==> config.mk <==
export PLATFORM = sky130hd
export DESIGN_NAME = argmax_classifier
export DESIGN_NICKNAME = d
export VERILOG_FILES = /design/src/rtl/argmax_classifier_pkg.sv /design/src/rtl/argmax_controller.sv /design/src/rtl/argmax_classifier.sv
export SDC_FILE = /design/constraint.sdc
export NUM_CORES = 1
export LEC_CHECK = 0
export ABC_AREA = 1
export BUFFER_PORTS_ARGS = -buffer_cell sky130_fd_sc_hd__buf_2
export CORE_ASPECT_RATIO = 0.9
export CORE_MARGIN = 1
export CORE_UTILIZATION = 48
export DETAILED_ROUTE_END_ITERATION = 10
export PLACE_DENSITY_LB_ADDON = 0.1
export SLEW_MARGIN = 25
export SYNTH_ARGS = -nofsm -noshare
export SYNTH_HDL_FRONTEND = slang
export SYNTH_SLANG_ARGS = --single-unit
==> constraint.sdc <==
create_clock -name clk -period 3.1 [get_ports clk]
set_input_delay 0.155 -clock clk [delete_from_list [all_inputs] [get_ports clk]]
set_output_delay 0.155 -clock clk [all_outputs]
set_load 0.02 [all_outputs]
==> src/rtl/argmax_classifier_pkg.sv <==
// Shared CNN stage definitions.
// Holds the argmax controller state encoding.
package argmax_classifier_pkg;

    typedef enum logic [1:0] {
        ST_IDLE  = 2'd0,
        ST_FIRST = 2'd1,
        ST_SCAN  = 2'd2,
        ST_DONE  = 2'd3
    } argmax_state_e;

endpackage

==> src/rtl/argmax_controller.sv <==
// Argmax sequencing FSM.
// Drives counter, load, compare and done controls for the datapath.
module argmax_controller
    import argmax_classifier_pkg::*;
(
    input  logic clk,
    input  logic rst,
    input  logic start_i,
    input  logic scan_first_i,
    input  logic scan_last_i,
    output logic accept_o,
    output logic cnt_en_o,
    output logic load_first_o,
    output logic cmp_en_o,
    output logic finish_o,
    output logic done_o,
    output logic busy_o
);

    argmax_state_e state_q, state_d;

    // State register, cleared asynchronously.
    always_ff @(posedge clk or negedge rst) begin
        if (!rst) begin
            state_q <= ST_IDLE;
        end else begin
            state_q <= state_d;
        end
    end

    // Next-state and control decode.
    always_comb begin
        state_d      = state_q;
        accept_o     = 1'b0;
        cnt_en_o     = 1'b0;
        load_first_o = 1'b0;
        cmp_en_o     = 1'b0;
        finish_o     = 1'b0;
        done_o       = 1'b0;
        busy_o       = (state_q != ST_IDLE);
        unique case (state_q)
            ST_IDLE: begin
                if (start_i) begin
                    accept_o = 1'b1;
                    state_d  = ST_FIRST;
                end
            end
            ST_FIRST: begin
                cnt_en_o = 1'b1;
                state_d  = ST_SCAN;
            end
            ST_SCAN: begin
                cnt_en_o = 1'b1;
                if (scan_first_i) begin
                    load_first_o = 1'b1;
                end else begin
                    cmp_en_o = 1'b1;
                end
                if (scan_last_i) begin
                    finish_o = 1'b1;
                    state_d  = ST_DONE;
                end
            end
            ST_DONE: begin
                done_o  = 1'b1;
                state_d = ST_IDLE;
            end
        endcase
    end

endmodule

==> src/rtl/argmax_classifier.sv <==
// Argmax over the Dense output buffer.
// Scans IN_COUNT signed scores; ties resolve to the lowest index.
module argmax_classifier
    import argmax_classifier_pkg::*;
#(
    parameter int IN_COUNT  = 10,
    parameter int DATA_SIZE = 16
) (
    input  logic                         clk,
    input  logic                         rst,
    input  logic                         axisif_start,
    output logic                         axisif_done,
    output logic [$clog2(IN_COUNT)-1:0]  axisif_bufferIn_adr,
    input  logic [DATA_SIZE-1:0]         axisif_bufferIn_data,
    output logic [$clog2(IN_COUNT)-1:0]  class_idx,
    output logic [DATA_SIZE-1:0]         class_score,
    output logic                         class_valid,
    output logic                         busy
);

    localparam int AW = $clog2(IN_COUNT);
    localparam logic [AW-1:0] LAST = AW'(IN_COUNT - 1);

    logic accept, cnt_en, load_first, cmp_en, finish;
    logic take;

    logic [AW-1:0] adr_q, adr_d;
    logic [AW-1:0] cnt_q, cnt_d;
    logic [AW-1:0] max_idx_q, max_idx_d;
    logic [AW-1:0] cls_idx_q, cls_idx_d;
    logic signed [DATA_SIZE-1:0] max_q, max_d;
    logic signed [DATA_SIZE-1:0] cls_score_q, cls_score_d;
    logic valid_q, valid_d;

    argmax_controller u_ctrl (
        .clk          (clk),
        .rst          (rst),
        .start_i      (axisif_start),
        .scan_first_i (cnt_q == '0),
        .scan_last_i  (cnt_q == LAST),
        .accept_o     (accept),
        .cnt_en_o     (cnt_en),
        .load_first_o (load_first),
        .cmp_en_o     (cmp_en),
        .finish_o     (finish),
        .done_o       (axisif_done),
        .busy_o       (busy)
    );

    // Address, scan index, running max and result next-state.
    always_comb begin
        adr_d = '0;
        if (cnt_en) begin
            adr_d = (adr_q == LAST) ? adr_q : adr_q + 1'b1;
        end
        cnt_d = '0;
        if ((load_first || cmp_en) && !finish) begin
            cnt_d = cnt_q + 1'b1;
        end
        // cnt_q names the score arriving this cycle
        take = load_first ||
               (cmp_en && ($signed(axisif_bufferIn_data) > max_q));
        max_d     = take ? $signed(axisif_bufferIn_data) : max_q;
        max_idx_d = take ? cnt_q : max_idx_q;
        cls_idx_d   = cls_idx_q;
        cls_score_d = cls_score_q;
        if (finish) begin
            cls_idx_d   = max_idx_d;
            cls_score_d = max_d;
        end
        valid_d = valid_q;
        if (accept) begin
            valid_d = 1'b0;
        end
        if (finish) begin
            valid_d = 1'b1;
        end
    end

    // Datapath registers, cleared asynchronously.
    always_ff @(posedge clk or negedge rst) begin
        if (!rst) begin
            adr_q       <= '0;
            cnt_q       <= '0;
            max_idx_q   <= '0;
            max_q       <= '0;
            cls_idx_q   <= '0;
            cls_score_q <= '0;
            valid_q     <= 1'b0;
        end else begin
            adr_q       <= adr_d;
            cnt_q       <= cnt_d;
            max_idx_q   <= max_idx_d;
            max_q       <= max_d;
            cls_idx_q   <= cls_idx_d;
            cls_score_q <= cls_score_d;
            valid_q     <= valid_d;
        end
    end

    assign axisif_bufferIn_adr = adr_q;
    assign class_idx           = cls_idx_q;
    assign class_score         = cls_score_q;
    assign class_valid         = valid_q;

endmodule
==> summary.txt, run 1 <==
Status
  – Status: complete, no violations

Yosys
  – Fraction of registers with async set/reset: 1.00
  – Synth top cells by count: nand2_1 (69), dfrtp_1 (51), inv_1 (51)
  – Seq/Total Area, Yosys: 0.403
  – Yosys reg bits: between 50 and 60
  – Number of synthesized flops with an enable pin: 0
  – Cell area after synthesis: between 3000 and 4000 sq um
  – Mux cell area share after synthesis: 0.00316
  – Ys Warns: 0
  – Synth Area in XOR/XNOR: 0.00831
  – Avg Cell Area, Syn: 9.12 sq um
  – Largest family of logic cells by synthesized area: simple AND/OR/NAND/NOR gates
  – Simple-Gate Fraction of Synth Area: 0.350
  – Cell with the most instances after synthesis: nand2_1
  – Post-synthesis cell type count: 33
  – Top cell type by total area after synthesis: dfrtp_1
  – Synth Area in Compound Gates: 0.0186
  – Syn Inst Count: 347
  – Synth top area cells: dfrtp_1 (40%), nand3_2 (14%), ha_1 (10%)
  – Adder-cell share of the synthesized area: 0.103
  – Yosys top cell area share: 0.403
  – Syn_nets: 392
  – Top_reg_cell synth: dfrtp_1

Hold path
  – Hold depth: 4
  – Min-delay worst type: in -> reg

GRT
  – Initial antenna violation count: 0
  – GR Overflow Total: 0
  – Met3 usage: 0.0353
  – Met1 Track Usage GR: 0.281
  – Global Route Usage Sum: 0.203
  – Pin count of the biggest net entering global routing: 34
  – First-pass GRT wire length: 10,900 um
  – Grt met2 use: 0.323
  – Busiest grt layer: met2
  – Vias in the first global route: 2,318

Timing
  – Final setup viols: 0
  – Worst setup margin: 703 ps
  – Final Max Tran Viols: 0
  – RSZ-0062 raised after global routing: no
  – Worst-case clock skew: 9.73 ps
  – Hold Fails Final Rpt: 0
  – Final TNS setup: 0 ps
  – Tmin final: 2400 ps
  – Fmax: 0.417 GHz
  – Worst-margin pin slew: 764 ps
  – Rel. slew slack: 0.490
  – Period utilization: 0.773

Clock tree
  – # resized after CTS: 0
  – CTS root buf: clkbuf_8
  – H-tree depth: 2
  – Clk Latency, worst-skew pair: 310 ps
  – Longest Clk Path Bufs: 2
  – Reg clk slew, reported paths: 100 ps
  – Clock sink total: 51
  – Cts bufs inserted: 5
  – CTS tree: done

Place
  – Placer Congestion: 0.799
  – Detail Placement HPWL: 4230 um
  – Place WS: 723 ps
  – Port Buffer Count: 45

Job
  – Max cap viols: 0

Floorplan
  – Die height: 79.0 um
  – Core area: 6250 sq um
  – Initial core utilization: 0.506
  – Die area: between 6000 and 7000 sq um
  – Cell Rows: 27
  – Io pins: 46
  – Chip Width: 87.6 um

Pwr
  – Comb power frac: 0.515
  – Cell Int Power: 1690 uW
  – Part of the power in registers: 0.317
  – Leak: 0.00183 uW
  – P_sw: 1210 uW
  – Total Power: 2900 uW
  – P per Cell Area: 819 nW/um^2
  – Clock share of power: 0.167
  – VDD IR max: 510 uV
  – Sw Share: 0.418

Detailed routing
  – Vias: 2,281
  – Vias/cell: 4.74
  – Post-DRT Antenna Nets: 0
  – DRC violations left: 0
  – 1st-iter DRT viols: 80
  – Final wirelength: 6130 um
  – Initial DRT Pass Iterations: 4
  – DR WL/cell: approximately 13 um

Layout
  – Diode count: 0
  – Area grow syn2layout: 11.9%
  – Final core occ: 0.566
  – # nets final: 438
  – Layout cells sized above 1: 0.305

Worst setup path
  – Critical path required time: 3340 ps
  – FF-to-FF setup slack: between 700 and 800 ps
  – Critical path arrival: 2640 ps
  – Crit path capture type: flop
  – CP Launch Type: flop
  – Critical-path maximum fanout: 20
  – Crit Path Class: reg -> reg
  – R2R cell count: 14
kinds of logic after synthesis:
group,Yosys count
compound gates,11
buf+inv,71
flops,51
xor+xnor,3
mux,1
fa+ha+maj,26
simple gates,184
final timing paths:
path / startpoint / end
worst max-delay path: max_q[15]$_DFF_PN0_ / class_idx[0]$_DFFE_PN0P_
worst min-delay path: axisif_start / class_valid$_DFFE_PN0P_
worst max register to register: max_q[15]$_DFF_PN0_ / class_idx[0]$_DFFE_PN0P_
worst min register to register: class_score[5]$_DFFE_PN0P_ / class_score[5]$_DFFE_PN0P_
max in group asynchronous: rst / class_idx[1]$_DFFE_PN0P_
min in group asynchronous: rst / class_score[13]$_DFFE_PN0P_
repair_timing:
item / CTS / global route
hold endpoints to repair: 32 / 0
buffers inserted: 0 / 0
hold buffers: 1 / 0
worst max-delay path, stage by stage, from the launching register on:
cell     delay, ps
dfrtp_1        330
inv_1           50
ha_1           320
nand2_2         80
nor2_4         140
nand2_2         80
nor2_4          90
nand2_2         70
nand3_1        100
nand2_1         50
nand2_1         70
nand3_2        530
nand3_2        240
nand3_1        100
nand2_1         70
layout by cell type, fill, tap and decap left out, types with 2 or more instances in the layout:
| cell type | count |
|---|---|
| inv_1 | 51 |
| clkbuf_8 | 6 |
| nor2_4 | 2 |
| nand3_1 | 26 |
| nand3_2 | 43 |
| inv_2 | 7 |
| a21oi_1 | 7 |
| dfrtp_1 | 51 |
| buf_4 | 5 |
| nor2_1 | 10 |
| nand2_1 | 69 |
| nand2_2 | 6 |
| and2_1 | 20 |
| nand4_1 | 2 |
| ha_1 | 26 |
| xnor2_1 | 2 |
| buf_2 | 45 |
flip-flops by register name (all words and copies together) (netlist names):
name,flops
class_idx,4
max_q,16
max_idx_q,4
class_score,16
u_ctrl.state_q,2
cnt_q,4
class_valid,1
axisif_bufferIn_adr,4
area by class of cell:
cell class / instances / area [sq um]
Timing Repair Buffer: 51 / 273
Multi-Input combinational cell: 225 / 1530
Tap cell: 87 / 109
Sequential cell: 51 / 1280
Inverter: 59 / 235
Fill cell: 557 / 2710
Clock buffer: 6 / 82.6
Clock inverter: 2 / 35.0
per-layer routing:
| layer | share of wire | routed length [um] |
|---|---|---|
| met1 | 0.50 | 3070 |
| met2 | 0.45 | 2780 |
| met3 | 0.034 | 207 |
| met4 | 0.012 | 76 |
| met5 | 0 | 0 |
per-stage QoR:
step / hold slack, ps / area, sq um / std cells
global placement: 279 / 3410 / 472
finish: 106 / 3540 / 481
detailed placement: 279 / 3410 / 472
floorplan: -141 / 3160 / 347
CTS: 103 / 3540 / 481
global route: 130 / 3540 / 481
power by group through the flow:
| stage | sequential, uW | clock [uW] | combinational [uW] |
|---|---|---|---|
| 2_1_floorplan | 937 | 0 | 1300 |
| 3_3_place_gp | 931 | 0 | 1480 |
| 3_5_place_dp | 933 | 0 | 1500 |
| 4_1_cts | 919 | 502 | 1510 |
| 5_1_grt | 942 | 529 | 1700 |
| 6_report | 920 | 485 | 1490 |
(Power assumes the default switching activity.)
==> run 2: changes to the inputs <==
--- a/config.mk
+++ b/config.mk
@@ -5,7 +5,7 @@
 export SDC_FILE = /design/constraint.sdc
 export NUM_CORES = 1
 export LEC_CHECK = 0
-export ABC_AREA = 1
+export ABC_AREA = 0
 export BUFFER_PORTS_ARGS = -buffer_cell sky130_fd_sc_hd__buf_2
 export CORE_ASPECT_RATIO = 0.9
 export CORE_MARGIN = 1
==> constraint.sdc (replaced) <==
create_clock -name clk -period 2.31 [get_ports clk]
set_input_delay 0.1155 -clock clk [delete_from_list [all_inputs] [get_ports clk]]
set_output_delay 0.1155 -clock clk [all_outputs]
set_load 0.02 [all_outputs]
==> run 2 against run 1 <==
- the run now ends with setup timing left
- sequential share of layout area down 0.86 points
- first-iteration DRC count is 95% higher
- die area fell by 10%
- setup slack got worse by 710 ps
- critical path depth decreased by 3
- clock skew down 2.2 ps
- maximum frequency increased by 3.4%
==> summary.txt, run 2 <==
Status
  – Status: complete, but fails checks
  – Violated checks: setup timing

Yosys
  – Seq/Total Area, Yosys: 0.451 (+0.0474)
  – Top_reg_cell synth: dfrtp_1
  – Syn_nets: 322 (-18%)
  – Ys Warns: 0 (unchanged)
  – Top cell type by total area after synthesis: dfrtp_1
  – Fraction of registers with async set/reset: 1.00 (unchanged)
  – Synth top cells by count: dfrtp_1 (51), nor2_1 (27), a21oi_1 (26), ha_1 (26)
  – Number of synthesized flops with an enable pin: 0 (unchanged)
  – Cell with the most instances after synthesis: dfrtp_1
  – Yosys top cell area share: 0.451 (+0.0474)
  – Cell area after synthesis: 2830 sq um (-11%)
  – Synth top area cells: dfrtp_1 (45%), ha_1 (11%), mux2_4 (5.3%)
  – Avg Cell Area, Syn: 10.2 sq um (+12%)
  – Syn Inst Count: 277 (-20%)
  – Yosys reg bits: 51 (unchanged)
  – Post-synthesis cell type count: 43 (+30%)

Timing
  – Tmin final: 2320 ps (-79.7 ps)
  – Fmax: 0.432 GHz (+3.4%)
  – Final Max Tran Viols: 0 (unchanged)
  – Final hold slack: 68.6 ps (-37.6 ps)
  – Worst setup margin: -7.06 ps (-710 ps)
  – Worst-margin pin slew: 523 ps (-241 ps)
  – RSZ-0062 raised after global routing: yes
  – Period utilization: 1.00 (+0.230)
  – Worst-case clock skew: 7.57 ps (-2.16 ps)
  – Final setup viols: 3 (+3)
  – Hold Fails Final Rpt: 0 (unchanged)
  – Rel. slew slack: 0.651 (+0.161)

Place
  – Detail Placement HPWL: 4270 um (+0.80%)
  – Place WS: -64.0 ps (-787 ps)
  – Dpl cell area: 3230 sq um (-5.2%)
  – Port Buffer Count: 45 (unchanged)
  – Placer Congestion: 0.803 (+0.56%)

GRT
  – Global Route Usage Sum: 0.220 (+0.0166)
  – Pin count of the biggest net entering global routing: 52 (+53%)
  – Vias in the first global route: 2,238 (-3.5%)
  – Initial antenna violation count: 0 (unchanged)
  – First-pass GRT wire length: 10,700 um (-1.2%)
  – GR Overflow Total: 0 (unchanged)

Pwr
  – Part of the power in registers: 0.301 (-0.016)
  – VDD IR max: 654 uV (+28%)
  – Sw Share: 0.404 (-0.0136)
  – Cell Int Power: 2610 uW (+55%)
  – P per Cell Area: 1210 nW/um^2 (+47%)
  – P_sw: 1770 uW (+46%)
  – Clock share of power: 0.119 (-0.048)
  – Comb power frac: 0.580 (+0.065)
  – Leak: 0.00177 uW (-3.1%)

Clock tree
  – H-tree depth: 2 (unchanged)
  – Longest Clk Path Bufs: 2 (unchanged)
  – Reg clk slew, reported paths: 90 ps (about the same)
  – CTS tree: done
  – Cts bufs inserted: 5 (unchanged)
  – Clk Latency, worst-skew pair: 310 ps (about the same)
  – Clock sink total: 51 (unchanged)
  – CTS root buf: clkbuf_8

Worst setup path
  – Crit path from: max_q[15]$_DFF_PN0_
  – Critical path required time: 2510 ps (-830 ps)
  – FF-to-FF setup slack: -7 ps (-710 ps)
  – R2R Path Start: max_q[15]$_DFF_PN0_
  – Critical path arrival: 2520 ps (-120 ps)
  – CP Launch Type: flop
  – FF-to-FF End: max_q[15]$_DFF_PN0_
  – Crit path capture type: flop
  – CP Capture Point: max_q[15]$_DFF_PN0_
  – Crit Path Class: reg -> reg
  – Critical-path maximum fanout: 7 (-65%)
  – R2R cell count: 11 (-3)

Floorplan
  – Io pins: 46 (unchanged)
  – Initial core utilization: 0.497 (-0.00896)
  – Die area: 6210 sq um (-10%)
  – Chip Width: 82.9 um (-5.3%)
  – Core area: 5690 sq um (-8.9%)
  – Cell Rows: 26 (-3.7%)
  – Die height: 74.8 um (-5.3%)

Layout
  – Commonest cells after routing, fill and taps aside: dfrtp_1 (51), buf_2 (45), buf_4 (29)
  – Area grow syn2layout: 28.1%
  – Diode count: 0 (unchanged)
  – Layout cells sized above 1: 0.357 (+0.0526)
  – Most common cell after layout, fill and taps aside: dfrtp_1
  – Final Cell Area: 3630 sq um (+2.4%)
  – # nets final: 395 (-9.8%)

Detailed routing
  – Vias: 2,292 (+0.48%)
  – Post-DRT Antenna Nets: 0 (unchanged)
  – Final wirelength: 6480 um (+5.7%)
  – Vias/cell: 5.46 (+15%)
  – DRC violations left: 0 (unchanged)
  – 1st-iter DRT viols: 156 (+95%)
  – DR WL/cell: 15.4 um (+21%)
  – Initial DRT Pass Iterations: 4 (unchanged)

Hold path
  – Min-delay worst type: in -> reg

Job
  – Max cap viols: 0 (unchanged)
run 2: how the worst min path moves through the flow:
stage / slack, ps / from / end / cells after the start
2_1_floorplan: -180 / rst / axisif_bufferIn_adr[0]$_DFFE_PN0P_ / 0
3_3_place_gp: 130 / rst / class_score[1]$_DFFE_PN0P_ / 2
3_5_place_dp: 130 / rst / class_score[1]$_DFFE_PN0P_ / 2
4_1_cts: 70 / axisif_bufferIn_data[0] / max_q[0]$_DFF_PN0_ / 2
5_1_grt: 70 / axisif_bufferIn_data[0] / max_q[0]$_DFF_PN0_ / 2
6_report: 70 / axisif_bufferIn_data[0] / max_q[0]$_DFF_PN0_ / 2
run 2: metal layers:
layer / track usage / up-vias / share of wire
li1: - / 1131 / -
met1: 0.289 / 1109 / 0.48
met2: 0.369 / 38 / 0.47
met3: 0.0395 / 14 / 0.030
met4: 0.0881 / 0 / 0.021
met5: 0 / - / 0
run 2: worst max-delay path, stage by stage, from the launching register on:
cell,delay (ps)
dfrtp_1,390
inv_1,90
ha_4,210
buf_4,140
nand2_1,80
o22ai_2,70
a211oi_2,240
buf_4,210
o21ai_4,70
o21ai_4,200
buf_6,190
mux2_4,310
run 2: what timing repair did:
action                                 CTS  global route
endpoints found under the hold margin   51             0
resized for setup                       10            22
hold buffers                             1             0
setup endpoints to repair               18            38
gates cloned                             1             0
buffers inserted                         8             8
pin swaps                                9             7
run 2: kinds of logic after synthesis:
group	after synthesis	synth area share
xor gates and xnor gates	3	0.00929
muxes	19	0.0884
DFF	51	0.451
adders and majority gates	26	0.115
buffers and inverters	37	0.0592
AOI/OAI and AO/OA	83	0.179
and+or+nand+nor	58	0.0981
run 2: power by group through the flow:
stage	clock, uW	sequential [uW]	combinational [uW]
after global placement	0	1330	1970
after detailed placement	0	1340	2000
after CTS	529	1310	2330
after floorplan	0	1340	1380
final	520	1320	2540
after global routing	566	1350	2760
run 2: cell type report:
cell class	instances	area [sq um]
Clock buffer	6	82.6
Clock inverter	1	5.00
Fill cell	465	2070
Inverter	24	90.1
Multi-Input combinational cell	189	1570
Sequential cell	51	1280
Tap cell	70	87.6
Timing Repair Buffer	79	510
run 2: stage by stage:
| step | utilization | power (uW) | cells | TNS [ps] |
|---|---|---|---|---|
| 2_1_floorplan | - | 2710 | 277 | 0 |
| 3_3_place_gp | 0.568 | 3300 | 398 | -422 |
| 3_5_place_dp | 0.568 | 3340 | 398 | -733 |
| 4_1_cts | 0.617 | 4170 | 415 | 0 |
| 5_1_grt | 0.637 | 4680 | 420 | -2470 |
| 6_report | 0.637 | 4380 | 420 | -15.4 |
==> run 3: changes to the inputs <==
--- a/config.mk
+++ b/config.mk
@@ -12,6 +12,7 @@
 export CORE_UTILIZATION = 48
 export DETAILED_ROUTE_END_ITERATION = 10
 export PLACE_DENSITY_LB_ADDON = 0.1
+export SETUP_SLACK_MARGIN = 0.15
 export SLEW_MARGIN = 25
 export SYNTH_ARGS = -nofsm -noshare
 export SYNTH_HDL_FRONTEND = slang
==> run 3 against run 2 <==
- the flow finishes with violations (DRC, setup timing)
- sequential share of layout area down 3.4 points
- critical path type unchanged
- power up 14%
- combinational power up 25%
- largest power group unchanged
- worst hold slack better by 0.90 ps
- first-iteration DRC count down 28%
- clock power down 2%
==> summary.txt, run 3 (synthesis results as in run 2) <==
Layout
  – Diode count: 0 (unchanged)
  – Fin cells: 443 (+5.5%)
  – Layout cells sized above 1: 0.466 (+0.109)
  – Final Cell Area: 4020 sq um (+11%)
  – Area grow syn2layout: 42.0%
  – Fillers: 418 (-10%)
  – Most common cell after layout, fill and taps aside: dfrtp_1
  – # nets final: 417 (+5.6%)
  – Commonest cells after routing, fill and taps aside: dfrtp_1 (51), buf_2 (45), buf_4 (42)

Place
  – Detail Placement HPWL: 4540 um (+6.4%)
  – DP Cell Count: 415 (+4.3%)
  – Port Buffer Count: 45 (unchanged)
  – Placer Congestion: 0.767 (-4.5%)
  – Dpl cell area: 3410 sq um (+5.5%)

Detailed routing
  – DR WL/cell: 16.4 um (+6.4%)
  – Initial DRT Pass Iterations: 7 (+3)
  – DRC violations left: 1 (+1)
  – Vias/cell: 5.45 (-0.15%)
  – Final wirelength: 7270 um (+12%)
  – Vias: 2,414 (+5.3%)
  – 1st-iter DRT viols: 113 (-28%)
  – Post-DRT Antenna Nets: 0 (unchanged)

GRT
  – Initial antenna violation count: 0 (unchanged)
  – GR Overflow Total: 0 (unchanged)
  – Pin count of the biggest net entering global routing: 26 (-50%)
  – First-pass GRT wire length: 11,100 um (+3.7%)
  – Vias in the first global route: 2,300 (+2.8%)
  – Global Route Usage Sum: 0.230 (+0.00999)

Worst setup path
  – Crit-path max cell delay: 460 ps (+70 ps)
  – CP Launch Type: flop
  – Critical-path maximum fanout: 2 (-5)
  – Kind of cell adding the most delay to the critical path: compound AO/OA/AOI/OAI gates
  – CP Buf/Inv Count: 2 (-2)
  – CP Cell Sequence: inv_1, ha_4, nand4_1, nor3_2, a21boi_2, buf_4, nor2_1, a221oi_1, a32o_1
  – Crit path max-delay cell type: a221oi_1
  – Critical path arrival: 2560 ps (+40 ps)
  – Critical path required time: 2550 ps (+40 ps)
  – Crit path capture type: flop
  – Crit Path Class: reg -> reg

Floorplan
  – Io pins: 46 (unchanged)
  – Die area: 6210 sq um (unchanged)
  – Core area: 5690 sq um (unchanged)
  – Die height: 74.8 um (unchanged)
  – Cell Rows: 26 (unchanged)
  – Chip Width: 82.9 um (unchanged)
  – Initial core utilization: 0.497 (unchanged)

Pwr
  – VDD IR max: 593 uV (-9.4%)
  – Leak: 0.00189 uW (+6.4%)
  – Comb power frac: 0.637 (+0.057)
  – Sw Share: 0.419 (+0.0145)
  – Clock share of power: 0.102 (-0.017)
  – Total Power: 4990 uW (+14%)
  – Cell Int Power: 2900 uW (+11%)
  – P_sw: 2090 uW (+18%)
  – P per Cell Area: 1240 nW/um^2 (+3.0%)
  – Part of the power in registers: 0.261 (-0.040)

Job
  – Max cap viols: 0 (unchanged)

Timing
  – Period utilization: 1.00 (-0.00133)
  – RSZ-0062 raised after global routing: yes
  – Final TNS setup: -4.00 ps (+11.4 ps)
  – Hold Fails Final Rpt: 0 (unchanged)
  – Rel. slew slack: 0.496 (-0.155)
  – Final hold slack: 69.5 ps (+0.896 ps)
  – Final setup viols: 1 (-2)
  – Final Max Tran Viols: 0 (unchanged)
  – Worst-case clock skew: 5.83 ps (-1.74 ps)
  – Fmax: 0.432 GHz (+0.13%)
  – Worst-margin pin slew: 757 ps (+233 ps)
  – Tmin final: 2310 ps (-3.06 ps)
  – Worst setup margin: -4.00 ps (+3.06 ps)

Clock tree
  – CTS tree: done
  – H-tree depth: 2 (unchanged)
  – Clk Latency, worst-skew pair: 300 ps (about the same)
  – Clock sink total: 51 (unchanged)
  – Cts bufs inserted: 5 (unchanged)
  – Longest Clk Path Bufs: 2 (unchanged)
  – CTS root buf: clkbuf_8
  – Reg clk slew, reported paths: 90 ps (about the same)

Status
  – Violated checks: DRC, setup timing
  – Status: complete, but fails checks

Hold path
  – Min-delay worst type: in -> reg
## run 3: cell count changes in the layout (fill, tap and decap cells not counted), sizes merged
cell      previous run  this run
clkinvlp             0         1
buf                 78        99
o21ai               26        27
## run 3: final timing paths
check / startpoint / endpoint / slack (ps) / cells after the start
hold reg to reg: class_valid$_DFFE_PN0P_ / class_valid$_DFFE_PN0P_ / 480 / 2
hold / removal: axisif_bufferIn_data[0] / max_q[0]$_DFF_PN0_ / 70 / 2
setup reg to reg: max_q[5]$_DFF_PN0_ / max_idx_q[3]$_DFF_PN0_ / -4 / 9
max in group asynchronous: rst / max_q[14]$_DFF_PN0_ / 1420 / 3
min in group asynchronous: rst / class_score[9]$_DFFE_PN0P_ / 260 / 2
setup / recovery: max_q[5]$_DFF_PN0_ / max_idx_q[3]$_DFF_PN0_ / -4 / 9
## run 3: final cells by class
type,instances,area [sq um],share of cell area
clock buffers,6,72.6,0.0181
clock inverters,2,12.5,0.00311
inverters,24,90.1,0.0224
multi-input cells,190,1780,0.443
flip-flops and latches,51,1280,0.318
well taps,70,87.6,0.0218
repair buffers,100,698,0.174
## run 3: power by group through the flow
stage | clock (uW) | combinational (uW) | sequential [uW]
2_1_floorplan | 0 | 1490 | 1340
3_3_place_gp | 0 | 2240 | 1290
3_5_place_dp | 0 | 2280 | 1300
4_1_cts | 533 | 2850 | 1290
5_1_grt | 560 | 3410 | 1330
6_report | 511 | 3180 | 1300
## run 3: routing by layer
layer  vias up  wire length (um)  global-route usage
li1       1174                 -                   -
met1      1176              3480               0.309
met2        57              3460               0.398
met3         7               242              0.0417
met4         0                86              0.0460
met5         -                 0                   0
## run 3: worst reg2reg max path: stages, from the launching register on
cell and delay [ps]:
dfrtp_1 360, inv_1 70, ha_4 270, nand4_1 170
nor3_2 240, a21boi_2 230, buf_4 160, nor2_1 50
a221oi_1 460, a32o_1 240
## run 3: repair_timing
item / in CTS / in global routing
hold buffers: 1 / 0
pin swaps: 31 / 12
setup buffers: 13 / 5
hold endpoints to repair: 15 / 0
gates cloned: 1 / 0
gates resized for setup: 35 / 23
setup endpoints to repair: 38 / 40
## run 3: stage by stage
| stage | util | setup slack, ps |
|---|---|---|
| 6_report | 0.706 | -4.00 |
| 2_1_floorplan | - | 125 |
| 3_3_place_gp | 0.599 | -327 |
| 3_5_place_dp | 0.599 | -396 |
| 4_1_cts | 0.673 | 66.5 |
| 5_1_grt | 0.706 | -89.2 |
